## src/rtl/bus_arbiter_pkg.sv

```systemverilog
// Shared types and defaults for the two-master data-bus arbiter.
// The grant states are encoded so their value doubles as the one-hot owner.
package bus_arbiter_pkg;

   typedef enum logic [1:0] {
      ARB_IDLE = 2'b00,
      ARB_GNT0 = 2'b01,
      ARB_GNT1 = 2'b10
   } arb_state_t;

   localparam int MAX_HOLD_DEF = 8;
   localparam int HOLD_W_DEF   = 4;

   function automatic logic [1:0] owner_of(input arb_state_t s);
      case (s)
         ARB_GNT0: return 2'b01;
         ARB_GNT1: return 2'b10;
         default:  return 2'b00;
      endcase
   endfunction

endpackage

```

## src/rtl/arb_hold_counter.sv

```systemverilog
// Saturating count of granted cycles during which the other master was waiting.
// limit is raised once the count reaches MAX_HOLD-1, which forces the lock to yield.
module arb_hold_counter #(
   parameter int MAX_HOLD = 8,
   parameter int HOLD_W   = 4
) (
   input  logic clk,
   input  logic reset,
   input  logic clr,
   input  logic inc,
   output logic limit
);

   localparam logic [HOLD_W-1:0] LIMIT_VAL = HOLD_W'(MAX_HOLD - 1);

   logic [HOLD_W-1:0] cnt;

   always_ff @(posedge clk) begin
      if (reset || clr) begin
         cnt <= '0;
      end else if (inc && (cnt != LIMIT_VAL)) begin
         cnt <= cnt + 1'b1;
      end
   end

   assign limit = (cnt == LIMIT_VAL);

endmodule

```

## src/rtl/bus_arbiter.sv

```systemverilog
// Round-robin arbiter giving one of two masters the shared data-side bus,
// with optional lock bounded by MAX_HOLD cycles while the other master waits.
module bus_arbiter
   import bus_arbiter_pkg::*;
#(
   parameter int MAX_HOLD = MAX_HOLD_DEF,
   parameter int HOLD_W   = HOLD_W_DEF
) (
   input  logic        clk,
   input  logic        reset,
   input  logic        m0_req,
   input  logic [31:0] m0_addr,
   input  logic [31:0] m0_wdata,
   input  logic [3:0]  m0_byteen,
   input  logic        m0_lock,
   output logic        m0_ack,
   output logic [31:0] m0_rdata,
   input  logic        m1_req,
   input  logic [31:0] m1_addr,
   input  logic [31:0] m1_wdata,
   input  logic [3:0]  m1_byteen,
   input  logic        m1_lock,
   output logic        m1_ack,
   output logic [31:0] m1_rdata,
   output logic [31:0] bus_addr,
   output logic [31:0] bus_wdata,
   output logic [3:0]  bus_byteen,
   input  logic [31:0] bus_rdata,
   output logic [1:0]  owner
);

   arb_state_t state, state_nxt;
   logic       last_owner;
   logic       hold_limit;
   logic       hold_clr;
   logic       hold_inc;

   always_ff @(posedge clk) begin
      if (reset) begin
         state <= ARB_IDLE;
      end else begin
         state <= state_nxt;
      end
   end

   always_comb begin
      state_nxt = state;
      case (state)
         ARB_IDLE: begin
            if (m0_req && m1_req) state_nxt = last_owner ? ARB_GNT0 : ARB_GNT1;
            else if (m0_req)      state_nxt = ARB_GNT0;
            else if (m1_req)      state_nxt = ARB_GNT1;
            else                  state_nxt = ARB_IDLE;
         end
         ARB_GNT0: begin
            if (m0_req && m0_lock && !(m1_req && hold_limit)) state_nxt = ARB_GNT0;
            else if (m1_req)                                  state_nxt = ARB_GNT1;
            else if (m0_req)                                  state_nxt = ARB_GNT0;
            else                                              state_nxt = ARB_IDLE;
         end
         ARB_GNT1: begin
            if (m1_req && m1_lock && !(m0_req && hold_limit)) state_nxt = ARB_GNT1;
            else if (m0_req)                                  state_nxt = ARB_GNT0;
            else if (m1_req)                                  state_nxt = ARB_GNT1;
            else                                              state_nxt = ARB_IDLE;
         end
         default: state_nxt = ARB_IDLE;
      endcase
   end

   // Fairness pointer follows whoever actually completed a transfer last.
   always_ff @(posedge clk) begin
      if (reset) begin
         last_owner <= 1'b1;
      end else if ((state == ARB_GNT0) && m0_req) begin
         last_owner <= 1'b0;
      end else if ((state == ARB_GNT1) && m1_req) begin
         last_owner <= 1'b1;
      end
   end

   assign hold_clr = (state == ARB_IDLE) || (state_nxt != state);
   assign hold_inc = ((state == ARB_GNT0) && m1_req) || ((state == ARB_GNT1) && m0_req);

   arb_hold_counter #(
      .MAX_HOLD (MAX_HOLD),
      .HOLD_W   (HOLD_W)
   ) u_hold (
      .clk   (clk),
      .reset (reset),
      .clr   (hold_clr),
      .inc   (hold_inc),
      .limit (hold_limit)
   );

   // Byte enables are gated by req so an owner that withdraws cannot write.
   always_comb begin
      bus_addr   = '0;
      bus_wdata  = '0;
      bus_byteen = '0;
      m0_ack     = 1'b0;
      m1_ack     = 1'b0;
      case (state)
         ARB_GNT0: begin
            bus_addr   = m0_addr;
            bus_wdata  = m0_wdata;
            bus_byteen = m0_req ? m0_byteen : 4'h0;
            m0_ack     = m0_req;
         end
         ARB_GNT1: begin
            bus_addr   = m1_addr;
            bus_wdata  = m1_wdata;
            bus_byteen = m1_req ? m1_byteen : 4'h0;
            m1_ack     = m1_req;
         end
         default: begin
            bus_addr   = '0;
         end
      endcase
   end

   assign m0_rdata = m0_ack ? bus_rdata : 32'h0;
   assign m1_rdata = m1_ack ? bus_rdata : 32'h0;
   assign owner    = owner_of(state);

endmodule
```

## config.mk

```make
export PLATFORM = sky130hd
export DESIGN_NAME = bus_arbiter
export DESIGN_NICKNAME = d
export VERILOG_FILES = /design/src/rtl/bus_arbiter_pkg.sv /design/src/rtl/arb_hold_counter.sv /design/src/rtl/bus_arbiter.sv
export SDC_FILE = /design/constraint.sdc
export NUM_CORES = 1
export LEC_CHECK = 0
export ABC_AREA = 1
export CORE_AREA = 2 2 121 123
export CTS_CLUSTER_SIZE = 25
export DETAILED_ROUTE_END_ITERATION = 7
export DIE_AREA = 0 0 123 125
export GPL_ROUTABILITY_DRIVEN = 0
export SLEW_MARGIN = 20
export SYNTH_ARGS = -nofsm -noshare
export SYNTH_HDL_FRONTEND = slang
export SYNTH_SLANG_ARGS = --single-unit
export TNS_END_PERCENT = 50
```

## constraint.sdc

```tcl
create_clock -name clk -period 2.7 [get_ports clk]
set_input_delay 0.27 -clock clk [delete_from_list [all_inputs] [get_ports clk]]
set_output_delay 0.27 -clock clk [all_outputs]
set_load 0.02 [all_outputs]
```

# [Word-level counts from Yosys, hierarchy flattened]
# Cells that the tools add are included.
[totals] regBits=7 input_bits=174 out_inout_bits=136 word_cells=49
[classes] n_addsub=1 n_eq_ne=5 n_mux=21 n_reduce_logical=19
[op_table] cell="$pmux W32 S2" n=2
[op_table] cell="$mux W32" n=2
[op_table] cell="$mux W2" n=7
[op_table] cell="$logic_and A1 B1 Y1" n=12
[op_table] cell="$mux W4" n=2
[op_table] cell="$pmux W4 S2" n=1
[op_table] cell="$pmux W2 S3" n=1
[op_table] cell="$mux W1" n=5
[op_table] cell="$add A4 B1 Y4 const B" n=1
[op_table] cell="$eq A4 B3 Y1 const B" n=1
[op_table] cell="$ne A4 B3 Y1 const B" n=1
[op_table] cell="$pmux W2 S2" n=1
[op_table] cell="$logic_or A1 B1 Y1" n=3
[op_table] cell="$eq A2 B1 Y1 const B" n=1
[op_table] cell="$eq A2 B2 Y1 const B" n=1
[op_table] cell="$logic_not A1 Y1" n=2
[op_table] cell="$logic_not A2 Y1" n=1
[op_table] cell="$ne A2 B2 Y1" n=1
[op_table] cell="$reduce_bool A2 Y1" n=1

# [Logic depth before layout (Yosys ltp)]
[depth] word_depth=9 ltp_mapped=12 ltp_nobuf=12

# [Cells and area by module]
# Synthesis repeated with hierarchy kept, for this count alone.
[unflattened] hier_cells=418 hier_area_um2=1886.8
[modules_own_cells] mod="bus_arbiter" instances=1 cells_per_inst=388 area_per_inst_um2=1682.9 seq_area_each_um2=60.1
[modules_own_cells] mod="arb_hold_counter" instances=1 cells_per_inst=30 area_per_inst_um2=203.9 seq_area_each_um2=80.1

# [Worst setup path before layout]
# OpenSTA, ideal clock, no wires.
[synth_timing] path_type="reg-to-output" from="register state[0]" to="output bus_wdata[0]" arrival_ps=1704 t_required_ps=2430 setup_slack_ps=726 path_stages_with_launch=7 path_buffers=2 path_cell_list="dfxtp_1 -> inv_1 -> ha_1 -> buf_2 -> clkbuf_1 -> nand2_1 -> a21oi_1"
[synth_between] elab_chain_cells=2 word_cells_on_any_way=3 cone_classes="2 x eq/ne; 1 x mux"
[synth_rtl] item="start, declared" line="bus_arbiter.sv:32" rtl="arb_state_t state, state_nxt;"
[synth_rtl] item="start signal, assigned" line="bus_arbiter.sv:42" rtl="state <= state_nxt;"
[synth_rtl] item="$eq A2 B2 Y1 / $eq A2 B1 Y1 (equally long branches)" line="bus_arbiter.sv:103" rtl="case (state)"
[synth_rtl] item="$pmux W32 S2 *" line="bus_arbiter.sv:103"
[synth_rtl] item="end, declared" line="bus_arbiter.sv:26" rtl="output logic [31:0] bus_wdata,"
# Every way passes the cells marked *; elsewhere a longest branch is shown, timed or not.

# [Worst setup path in the final report]
[layout_timing] from="register state[0]" to="output bus_addr[16]"
[layout_between] elab_chain_cells=2 word_cells_on_any_way=3 cone_classes="2 x eq/ne; 1 x mux"
[layout_rtl] item="$eq A2 B2 Y1 / $eq A2 B1 Y1 (equally long branches)" line="bus_arbiter.sv:103"
[layout_rtl] item="$pmux W32 S2 *" line="bus_arbiter.sv:103"
[layout_rtl] item="end, declared" line="bus_arbiter.sv:25" rtl="output logic [31:0] bus_addr,"
# Marks and branches as above.

==> metrics.md <==
| Metric | Value |
|---|---|
| Outcome | `complete, no violations` |
| Synth top area share | `33.0%` |
| Max incr delay on CP | `0.64 ns` |
| Main flop type after synthesis | `dfxtp_1` |
| Die area | `0.0154 mm²` |
| Leak Pwr | `2.02 nW` |
| Worst IR Drop VDD | `0.000174 V` |
| Max Buffers Root-to-Sink | `2` |
| CTS tree | `yes` |
| Clock skew | `0.00286 ns` |
| Layout Nets | `886` |
| Async SR Flop Fraction | `0%` |
| Max-slew violations | `0` |
| Rows | `44` |
| Synthesized area | `0.00184 mm²` |
| Pre-Repair DR Iteration Count | `4` |
| Overall Global Routing Usage | `13.4%` |
| Core ar. | `0.0142 mm²` |
| Antenna viol nets, final | `0` |
| CTS Sinks | `7` |
| Congestion Overflow GR | `0` |
| Avg WL per Cell | `12.7 µm` |
| Fin util | `37.1%` |
| Period Utilization, post-route | `90.0%` |
| Critical path class | `flop to primary output` |
| Die Wd | `123 µm` |
| Min-delay worst type | `flop to flop` |
| Hold Buf Count CTS | `0` |
| Count of buffers from port buffering | `309` |
| Kind of end point of the critical path | `primary output` |
| Mean Syn Cell Area | `4.49 µm²` |
| Synth warn | `0` |
| CP startpoint kind | `flop` |
| First-pass GRT wire length | `16500 µm` |
| H-tree depth | `1` |
| Cell Pwr Density | `290 mW/mm²` |
| CP required | `2.43 ns` |
| Post-synth top area cell | `nand2_1` |
| CP max-delay cell | `clkdlybuf4s50_1` |
| Antenna cells | `0` |
| Cell count after synthesis | `410` |
| Top cells by area, synth | `nand2_1, a21oi_1, nor2_1` |
| Top-Level Pins | `310` |
| Final Critical Period | `2.43 ns` |
| Part of the Yosys area used for sequential elements | `7.61%` |
| Clock Pin Slew Worst Setup and Hold Paths | `0.04 ns` |
| Starting Density | `13.0%` |
| Syn nets | `589` |
| Actual slew at the worst max-slew pin | `0.330 ns` |
| CTS buffer count | `3` |
| Fmax | `411 MHz` |
| RSZ-0062 raised after global routing | `false` |
| Number of flops mapped to enable cells by yosys | `0` |
| P&R area growth vs syn | `186%` |
| Synth cell types | `21` |
| Post-DP HPWL | `9200 µm` |
| Setup violators final | `0` |
| Max Cap Violations | `0` |
| Critical path, cell by cell | `inv_1 > ha_2 > buf_12 > nand2_1 > a21oi_1 > clkdlybuf4s50_1` |
| Initial antenna violation count | `0` |
| Fin. Hold Viols | `0` |
| WL final | `11300 µm` |
| Clk_lat worst skew | `0.23 ns` |
| Fillers | `1509` |
| DRC | `0` |
| Slew margin rel. | `78.0%` |
| Die span in y | `125 µm` |
| WP data arrival | `2.16 ns` |
| Via-to-Cell Ratio | `3.92` |
| Worst-path maximum fanout | `68` |
| Layout cells sized above 1 | `2.97%` |
| Post-CTS Resized | `0` |
| CP Buf/Inv Count | `3` |
| Crit path max-delay family | `buffers and inverters` |
| Hold_ws | `0.527 ns` |
| CTS Root Cell | `clkbuf_16` |
| #FFs+latches synth | `7` |
| Vias in the first global route | `3298` |
| Pin count of the biggest net entering global routing | `69` |
| Iter 0 DRT Violations | `88` |
| Via Count | `3489` |
| Setup_tns | `0 ns` |
| Post-CTS setup buffers | `0` |
==> cells in the final DEF (no fill, tap or decap), types with 2 or more instances in the layout <==
master,n
ha_2,2
clkbuf_16,3
a21oi_1,70
buf_4,7
inv_1,46
nand3_1,6
ha_1,3
buf_12,4
nor2_1,75
dfxtp_1,7
nand4_1,2
clkdlybuf4s50_1,309
nand2_1,162
==> final cells by class <==
type | instances | area, µm² | share of cell area [%]
tap | 184 | 230 | 4.37
timing repair buffer | 320 | 3230 | 61.3
inverter | 47 | 176 | 3.35
clock buffer | 4 | 78.8 | 1.50
multi-input combinational | 328 | 1410 | 26.9
sequential | 7 | 140 | 2.66
==> state kept, by name (all words and copies together), names as in the netlist <==
register,count
last_owner,1
u_hold.cnt,4
state,2
==> cells in the mapped netlist, types with 2 or more instances <==
cell type / n
buf_1: 8
dfxtp_1: 7
ha_1: 5
nand4_1: 2
nand2_1: 162
clkbuf_1: 17
nand3_1: 6
nor2_1: 75
a21oi_1: 70
buf_2: 2
inv_1: 46
==> worst paths after layout <==
path / start / cells past startpoint / slack [ns] / end
max: state[0] / 6 / 0.27 / bus_addr[16]
min: last_owner / 2 / 0.53 / last_owner
max reg2reg: state[0] / 13 / 0.75 / u_hold.cnt[2]
min reg2reg: last_owner / 2 / 0.53 / last_owner
==> tightest hold or removal path, cell delays in order, from the launching register on <==
cell and delay, ns:
dfxtp_1 0.33, o21ai_0 0.10, nand2_1 0.06
==> layer usage <==
metal | wire length (µm) | GRT usage (%) | vias to the layer above | part of all wire (%)
li1 | - | - | 1836 | -
met1 | 4380 | 14.9 | 1443 | 39
met2 | 5460 | 24.7 | 200 | 48
met3 | 1300 | 3.92 | 10 | 12
met4 | 142 | 2.94 | 0 | 1.3
met5 | 0 | 0 | - | 0
==> kinds of logic after synthesis <==
group	count (synthesis)	synth area share (%)
compound gates	72	19.7
xor+xnor	2	0.952
fa+ha+maj	5	3.40
buf+inv	75	15.8
flops	7	7.61
mux	1	0.612
simple gates	248	51.9
==> metrics by stage <==
stage / total power [mW] / setup slack, ns / cells / instance area, µm²
CTS: 1.55 / 0.240 / 890 / 5270
finish: 1.53 / 0.269 / 890 / 5270
global route: 1.64 / 0.143 / 890 / 5270
floorplan: 0.635 / 0.726 / 410 / 1840
detailed placement: 1.29 / 0.317 / 886 / 5190
global placement: 1.30 / 0.351 / 886 / 5190
==> power by group <==
group | internal [mW] | leakage, nW | switching (mW)
combinational | 0.570 | 1.92 | 0.586
sequential | 0.110 | 0.0570 | 0.00614
clock | 0.197 | 0.0382 | 0.0588
total | 0.876 | 2.02 | 0.651
Note: power is estimated with default switching activity, not from simulation.
